`src/rtl/ep2_pred_pkg.sv`:
```
// Shared types and constants for the predicate demux / branch blocks.
package ep2_pred_pkg;

  // Branch FSM: waiting for a packet head, or inside a multi-beat packet.
  typedef enum logic {
    IDLE   = 1'b0,
    IN_PKT = 1'b1
  } pred_branch_state_t;

  // Predicate value that selects the true branch.
  localparam logic PRED_TRUE = 1'b1;

endpackage

```
`src/rtl/axis_fifo.sv`:
```
// Synchronous AXI-Stream FIFO (data only).
// Ports:
//   clk, rst                      clock, asynchronous active-high reset (empties the FIFO)
//   s_axis_tdata_i/tvalid_i       write side payload and valid
//   s_axis_tready_o               not full, or a pop frees a slot this cycle
//   m_axis_tdata_o/tvalid_o       head of queue and non-empty flag
//   m_axis_tready_i               pop the head
module axis_fifo #(
  parameter int unsigned DATA_WIDTH = 8,
  parameter int unsigned DEPTH      = 16
) (
  input  logic                  clk,
  input  logic                  rst,
  input  logic [DATA_WIDTH-1:0] s_axis_tdata_i,
  input  logic                  s_axis_tvalid_i,
  output logic                  s_axis_tready_o,
  output logic [DATA_WIDTH-1:0] m_axis_tdata_o,
  output logic                  m_axis_tvalid_o,
  input  logic                  m_axis_tready_i
);

  localparam int unsigned AW = $clog2(DEPTH);
  localparam int unsigned PW = AW + 1;

  logic [PW-1:0]         wr_ptr_q, wr_ptr_d;
  logic [PW-1:0]         rd_ptr_q, rd_ptr_d;
  logic [DATA_WIDTH-1:0] mem_q [DEPTH];
  logic                  full;
  logic                  empty;
  logic                  push;
  logic                  pop;

  // Extra pointer bit distinguishes full from empty when the indices match.
  always_comb begin
    empty           = (wr_ptr_q == rd_ptr_q);
    full            = (wr_ptr_q[AW] != rd_ptr_q[AW]) &&
                      (wr_ptr_q[AW-1:0] == rd_ptr_q[AW-1:0]);
    m_axis_tvalid_o = !empty;
    m_axis_tdata_o  = mem_q[rd_ptr_q[AW-1:0]];
    pop             = !empty && m_axis_tready_i;
    // A pop frees the head slot, so a full FIFO can still accept in the same cycle.
    s_axis_tready_o = !full || pop;
    push            = s_axis_tvalid_i && s_axis_tready_o;
    wr_ptr_d        = push ? wr_ptr_q + PW'(1) : wr_ptr_q;
    rd_ptr_d        = pop  ? rd_ptr_q + PW'(1) : rd_ptr_q;
  end

  // Pointer registers.
  always_ff @(posedge clk or posedge rst) begin
    if (rst) begin
      wr_ptr_q <= '0;
      rd_ptr_q <= '0;
    end else begin
      wr_ptr_q <= wr_ptr_d;
      rd_ptr_q <= rd_ptr_d;
    end
  end

  // Storage; contents are don't-care while the pointers mark them empty.
  always_ff @(posedge clk) begin
    if (push) begin
      mem_q[wr_ptr_q[AW-1:0]] <= s_axis_tdata_i;
    end
  end

endmodule

```
`src/rtl/pred_branch.sv`:
```
// Joins a 1-bit predicate stream with a payload stream and routes each item
// (beat, or packet when IF_STREAM=1) to the true or false output; the false
// branch may discard instead. Both outputs are 1-entry registered slots.
// Ports:
//   clk, rst                          clock, asynchronous active-high reset
//   s_pred_tdata/tvalid/tready        predicate input (1 = true branch), FIFO buffered
//   s_data_tdata/tlast/tvalid/tready  payload input
//   m_true_*                          true-branch payload output
//   m_false_*                         false-branch payload output (idle when DROP_FALSE=1)
//   cnt_true, cnt_false               saturating item counters
module pred_branch
  import ep2_pred_pkg::*;
#(
  parameter int unsigned DATA_WIDTH     = 64,
  parameter int unsigned IF_STREAM      = 0,
  parameter int unsigned DROP_FALSE     = 0,
  parameter int unsigned PRED_FIFO_SIZE = 16,
  parameter int unsigned CNT_WIDTH      = 32
) (
  input  logic                  clk,
  input  logic                  rst,
  input  logic                  s_pred_tdata,
  input  logic                  s_pred_tvalid,
  output logic                  s_pred_tready,
  input  logic [DATA_WIDTH-1:0] s_data_tdata,
  input  logic                  s_data_tlast,
  input  logic                  s_data_tvalid,
  output logic                  s_data_tready,
  output logic [DATA_WIDTH-1:0] m_true_tdata,
  output logic                  m_true_tlast,
  output logic                  m_true_tvalid,
  input  logic                  m_true_tready,
  output logic [DATA_WIDTH-1:0] m_false_tdata,
  output logic                  m_false_tlast,
  output logic                  m_false_tvalid,
  input  logic                  m_false_tready,
  output logic [CNT_WIDTH-1:0]  cnt_true,
  output logic [CNT_WIDTH-1:0]  cnt_false
);

  localparam bit STREAM = (IF_STREAM != 0);
  localparam bit DROP   = (DROP_FALSE != 0);

  pred_branch_state_t    state_q, state_d;
  logic                  pred_q, pred_d;

  logic                  true_valid_q, true_valid_d;
  logic [DATA_WIDTH-1:0] true_data_q, true_data_d;
  logic                  true_last_q, true_last_d;
  logic                  false_valid_q, false_valid_d;
  logic [DATA_WIDTH-1:0] false_data_q, false_data_d;
  logic                  false_last_q, false_last_d;
  logic [CNT_WIDTH-1:0]  cnt_true_q, cnt_true_d;
  logic [CNT_WIDTH-1:0]  cnt_false_q, cnt_false_d;

  logic                  fifo_head;
  logic                  fifo_valid;
  logic                  fifo_pop;
  logic                  in_pkt;
  logic                  pred_avail;
  logic                  sel;
  logic                  can_true;
  logic                  can_false;
  logic                  data_ready;
  logic                  xfer;
  logic                  beat_last;

  // Predicate queue.
  axis_fifo #(
    .DATA_WIDTH (1),
    .DEPTH      (PRED_FIFO_SIZE)
  ) u_pred_fifo (
    .clk             (clk),
    .rst             (rst),
    .s_axis_tdata_i  (s_pred_tdata),
    .s_axis_tvalid_i (s_pred_tvalid),
    .s_axis_tready_o (s_pred_tready),
    .m_axis_tdata_o  (fifo_head),
    .m_axis_tvalid_o (fifo_valid),
    .m_axis_tready_i (fifo_pop)
  );

  // Predicate selection and input handshake.
  always_comb begin
    in_pkt     = (state_q == IN_PKT);
    pred_avail = in_pkt || fifo_valid;
    sel        = in_pkt ? pred_q : fifo_head;
    can_true   = !true_valid_q || m_true_tready;
    can_false  = !false_valid_q || m_false_tready;
    // A dropping false branch never back-pressures.
    data_ready = pred_avail &&
                 ((sel == PRED_TRUE) ? can_true : (DROP || can_false));
    xfer       = s_data_tvalid && data_ready;
    beat_last  = STREAM ? s_data_tlast : 1'b1;
    // The head is consumed only by the first beat of an item.
    fifo_pop   = xfer && !in_pkt;
  end

  // Next state: FSM, output slots and counters.
  always_comb begin
    state_d       = state_q;
    pred_d        = pred_q;
    true_valid_d  = true_valid_q && !m_true_tready;
    true_data_d   = true_data_q;
    true_last_d   = true_last_q;
    false_valid_d = false_valid_q && !m_false_tready;
    false_data_d  = false_data_q;
    false_last_d  = false_last_q;
    cnt_true_d    = cnt_true_q;
    cnt_false_d   = cnt_false_q;

    case (state_q)
      IDLE: begin
        // Multi-beat packet: hold the popped predicate until tlast.
        if (STREAM && xfer && !s_data_tlast) begin
          state_d = IN_PKT;
          pred_d  = fifo_head;
        end
      end
      IN_PKT: begin
        if (xfer && s_data_tlast) begin
          state_d = IDLE;
        end
      end
      default: state_d = IDLE;
    endcase

    if (xfer && (sel == PRED_TRUE)) begin
      true_valid_d = 1'b1;
      true_data_d  = s_data_tdata;
      true_last_d  = beat_last;
    end

    if (xfer && (sel != PRED_TRUE) && !DROP) begin
      false_valid_d = 1'b1;
      false_data_d  = s_data_tdata;
      false_last_d  = beat_last;
    end

    // Saturating item counters.
    if (xfer && beat_last) begin
      if (sel == PRED_TRUE) begin
        if (cnt_true_q != {CNT_WIDTH{1'b1}}) begin
          cnt_true_d = cnt_true_q + CNT_WIDTH'(1);
        end
      end else begin
        if (cnt_false_q != {CNT_WIDTH{1'b1}}) begin
          cnt_false_d = cnt_false_q + CNT_WIDTH'(1);
        end
      end
    end
  end

  // State registers.
  always_ff @(posedge clk or posedge rst) begin
    if (rst) begin
      state_q       <= IDLE;
      pred_q        <= 1'b0;
      true_valid_q  <= 1'b0;
      true_data_q   <= '0;
      true_last_q   <= 1'b0;
      false_valid_q <= 1'b0;
      false_data_q  <= '0;
      false_last_q  <= 1'b0;
      cnt_true_q    <= '0;
      cnt_false_q   <= '0;
    end else begin
      state_q       <= state_d;
      pred_q        <= pred_d;
      true_valid_q  <= true_valid_d;
      true_data_q   <= true_data_d;
      true_last_q   <= true_last_d;
      false_valid_q <= false_valid_d;
      false_data_q  <= false_data_d;
      false_last_q  <= false_last_d;
      cnt_true_q    <= cnt_true_d;
      cnt_false_q   <= cnt_false_d;
    end
  end

  assign s_data_tready  = data_ready;
  assign m_true_tdata   = true_data_q;
  assign m_true_tlast   = true_last_q;
  assign m_true_tvalid  = true_valid_q;
  assign m_false_tdata  = false_data_q;
  assign m_false_tlast  = false_last_q;
  assign m_false_tvalid = false_valid_q;
  assign cnt_true       = cnt_true_q;
  assign cnt_false      = cnt_false_q;

endmodule

```
`config.mk`:
```
export PLATFORM = sky130hd
export DESIGN_NAME = pred_branch
export DESIGN_NICKNAME = d
export VERILOG_FILES = /design/src/rtl/ep2_pred_pkg.sv /design/src/rtl/axis_fifo.sv /design/src/rtl/pred_branch.sv
export SDC_FILE = /design/constraint.sdc
export NUM_CORES = 1
export LEC_CHECK = 0
export ABC_AREA = 1
export CORE_ASPECT_RATIO = 1.5
export CORE_MARGIN = 2
export CORE_UTILIZATION = 53
export DETAILED_ROUTE_END_ITERATION = 16
export MAX_ROUTING_LAYER = met4
export PLACE_DENSITY = 0.9
export SYNTH_ARGS = -nofsm -noshare
export SYNTH_HDL_FRONTEND = slang
export SYNTH_SLANG_ARGS = --single-unit
```
`constraint.sdc`:
```
create_clock -name clk -period 14.19 [get_ports clk]
set_input_delay 2.838 -clock clk [delete_from_list [all_inputs] [get_ports clk]]
set_output_delay 2.838 -clock clk [all_outputs]
set_load 0.05 [all_outputs]
```
==> flow_summary_export.csv <==
group,metric,value,unit
finish,multi_input_area,4050,um2
clock_tree,insertion_delay,0.51,ns
global_route,use_met1,29.0,%
finish,fillers,1405,
global_route,top_usage_layer,"met2",
die,dieWidth,119,um
yosys,syn_inst,1208,
global_route,met2_usage,47.8,%
global_route,grt_pass1_wl,44300,um
sta,rsz0062_at_grt,"false",
global_route,antenna_found_initial,1,
sta,tightest_slew,1.26,ns
job,cap_violations,0,
setup_path,r2r_setup_slack,10.63,ns
route,wire_per_inst,16.0,um
yosys,synth_edf_count,16,
route,drt-total-wl,27600,um
finish,ff_latch_area,5660,um2
route,postRouteAntennaNets,0,
power,vdd_drop_max,0.133,mV
yosys,ys_warn_count,0,
clock_tree,numCtsBuffers,21,
yosys,ys_seq_elements,223,
route,vias,9137,
setup_path,path_max_fanout,7,
sta,skew,0.0214,ns
place,port_buffers,269,
place,dp_hpwl,19500,um
global_route,grt_usage,26.8,%
yosys,yosysSeqAreaShare,53.6,%
finish,nNetsFinal,1534,
route,drt_iter0_markers,664,
global_route,grt-ovfl-total,0,
yosys,synth-compound-area-share,7.98,%
finish,syn2layout_area_growth,32.5,%
sta,fmax,0.132,GHz
min_path,holdPathStages,2,
route,via_per_inst,5.28,
sta,hold_violations,0,
die,num_io_pins,270,
yosys,synth_top_area_share,49.1,%
die,dieArea,21100,um2
clock_tree,cts_htree_levels,1,
yosys,synth_fa_ha_area_share,0.830,%
setup_path,timing.critical_path.from,"m_true_tready",
outcome,outcome,"finished clean",
sta,layout_worst_path_cycle_share,53.6,%
setup_path,rr_endpoint,"cnt_true[12]$_DFFE_PP0P_",
power,power,3.47,mW
power,pwr_density_cell,248,nW/um2
route,firstDrtPassIters,7,
yosys,yosys-top-cells-count,"nand2_1, dfrtp_1, inv_1",
die,start_util,53.8,%
yosys,synth_top_family_by_area,"simple AND/OR/NAND/NOR gates",
clock_tree,cts.clk_slew.worst_paths,0.06,ns
yosys,synth_simple_gate_area_share,23.7,%
setup_path,r2r-start,"u_pred_fifo.rd_ptr_q[0]$_DFFE_PP0P_",
clock_tree,cts-resized-gates,0,
setup_path,end_kind,"primary output",
yosys,synth_fp_nets,1287,
setup_path,worstPathArrival,4.76,ns
clock_tree,postCtsHoldBufs,0,
sta,period_minus_slack,7.60,ns
sta,tns,0,ns
setup_path,cp-start-kind,"primary input",
clock_tree,post_cts_buffers,0,
finish,drive_gt1_share,6.54,%
sta,finalSetupViolCount,0,
yosys,synth_cell_types,36,
sta,max-slew-margin-rel,15.5,%
global_route,grtUsageMet3,5.61,%
yosys,yosysTopAreaCell,"dfrtp_1",
setup_path,critPathKind,"primary input to primary output",
clock_tree,cts_root_buf,"clkbuf_16",
place,gp_congestion,0.936,
route,drc_errors,0,
yosys,netlist_area,10600,um2
die,die_y,177,um
die,rows,63,
clock_tree,cts_sinks,223,
setup_path,r2r_cells,15,
yosys,async_flop_share,92.8,%
yosys,synth_xor_area_share,5.73,%
yosys,synthFlopType,"dfrtp_1",
yosys,syn_avg_cell_area,8.74,um2
setup_path,endpoint,"s_pred_tready",
min_path,min_path_type,"flop to flop",
yosys,synth.most_common_cell,"nand2_1",
yosys,synth_area_leaders,"dfrtp_1, nand2_1, inv_1",
global_route,grt_max_degree,124,
yosys,synth_mux_area_share,0,%
clock_tree,tritoncts,"done",
clock_tree,max-clock-path-buffers,3,
setup_path,worst_ep_required_time,11.35,ns
global_route,grt_pass1_vias,9078,
power,cellLeakagePower,6.52,nW
die,coreArea,19600,um2
sta,drv_slew,0,
[cells by family (layout without fill, tap and decap cells)]
family / Yosys count / in the layout
AOI/OAI and AO/OA: 142 / 142
other: 0 / 1
adders and majority gates: 7 / 7
xor gates and xnor gates: 69 / 69
DFF: 223 / 223
buffers and inverters: 192 / 453
and+or+nand+nor: 575 / 575
[stage by stage]
stage	hold WS [ns]	std cells	instance area, um2	worst slack, ns	utilization [%]
final	0.462	1730	14000	6.59	71.3
after global routing	0.501	1730	14000	6.43	71.3
after CTS	0.468	1729	14000	6.58	71.2
after detailed placement	0.451	1692	13300	6.59	67.8
after global placement	0.447	1692	13300	6.59	67.8
after floorplan	0.502	1208	10600	5.70	-
[state kept, by name (all words and copies together), names as in the netlist]
register / flops
m_true_tlast: 1
m_true_tvalid: 1
cnt_true: 32
u_pred_fifo.rd_ptr_q: 5
in_pkt: 1
m_false_tdata: 64
cnt_false: 32
u_pred_fifo.mem_q: 16
m_true_tdata: 64
m_false_tlast: 1
m_false_tvalid: 1
u_pred_fifo.wr_ptr_q: 5
[routing by layer]
metal	routed length, um	part of all wire (%)
met1	10100	36
met2	14400	52
met3	1980	7.2
met4	1180	4.3
met5	0	0
[placed cells by master (no fill, tap or decap), drive strengths merged]
| cell | count |
|---|---|
| a21oi | 3 |
| and3 | 1 |
| buf | 5 |
| bufinv | 2 |
| clkbuf | 24 |
| clkdlybuf4s50 | 269 |
| clkinv | 10 |
| dfrtp | 207 |
| diode | 1 |
| edfxtp | 16 |
| ha | 7 |
| inv | 143 |
| nand2 | 372 |
| nand3 | 35 |
| nand4 | 54 |
| nor2 | 77 |
| nor3 | 26 |
| nor4 | 8 |
| o21ai | 139 |
| or2 | 1 |
| or3 | 1 |
| xnor2 | 28 |
| xor2 | 41 |
[power by group]
group / internal (mW) / switching (mW)
clock network: 0.319 / 0.242
logic: 0.561 / 1.33
registers: 0.868 / 0.152
total: 1.75 / 1.72
[layout make-up]
class / count / area share, %
multi-input cells: 793 / 28.9
clock buffers: 24 / 3.98
flip-flops and latches: 223 / 40.5
repair buffers: 274 / 19.5
clock inverters: 13 / 0.877
well taps: 260 / 2.33
diodes: 1 / 0.0179
inverters: 142 / 3.87
[how the worst min path moves through the flow]
stage	start	to
floorplan	u_pred_fifo.wr_ptr_q[4]$_DFFE_PP0P_	u_pred_fifo.wr_ptr_q[4]$_DFFE_PP0P_
CTS	m_true_tlast$_DFFE_PP0P_	m_true_tlast$_DFFE_PP0P_
global placement	m_false_tlast$_DFFE_PP0P_	m_false_tlast$_DFFE_PP0P_
finish	m_true_tlast$_DFFE_PP0P_	m_true_tlast$_DFFE_PP0P_
global route	m_false_tdata[39]$_DFFE_PP0P_	m_false_tdata[39]$_DFFE_PP0P_
detailed placement	m_true_tlast$_DFFE_PP0P_	m_true_tlast$_DFFE_PP0P_
[worst max-delay path, cell delays in order]
cell and delay, ns:
clkdlybuf4s50_1 0.49, nor2_1 0.10, a21oi_1 0.17, nand4_2 0.16
nand2_2 0.17, clkdlybuf4s50_1 0.82
(Power assumes the default switching activity.)
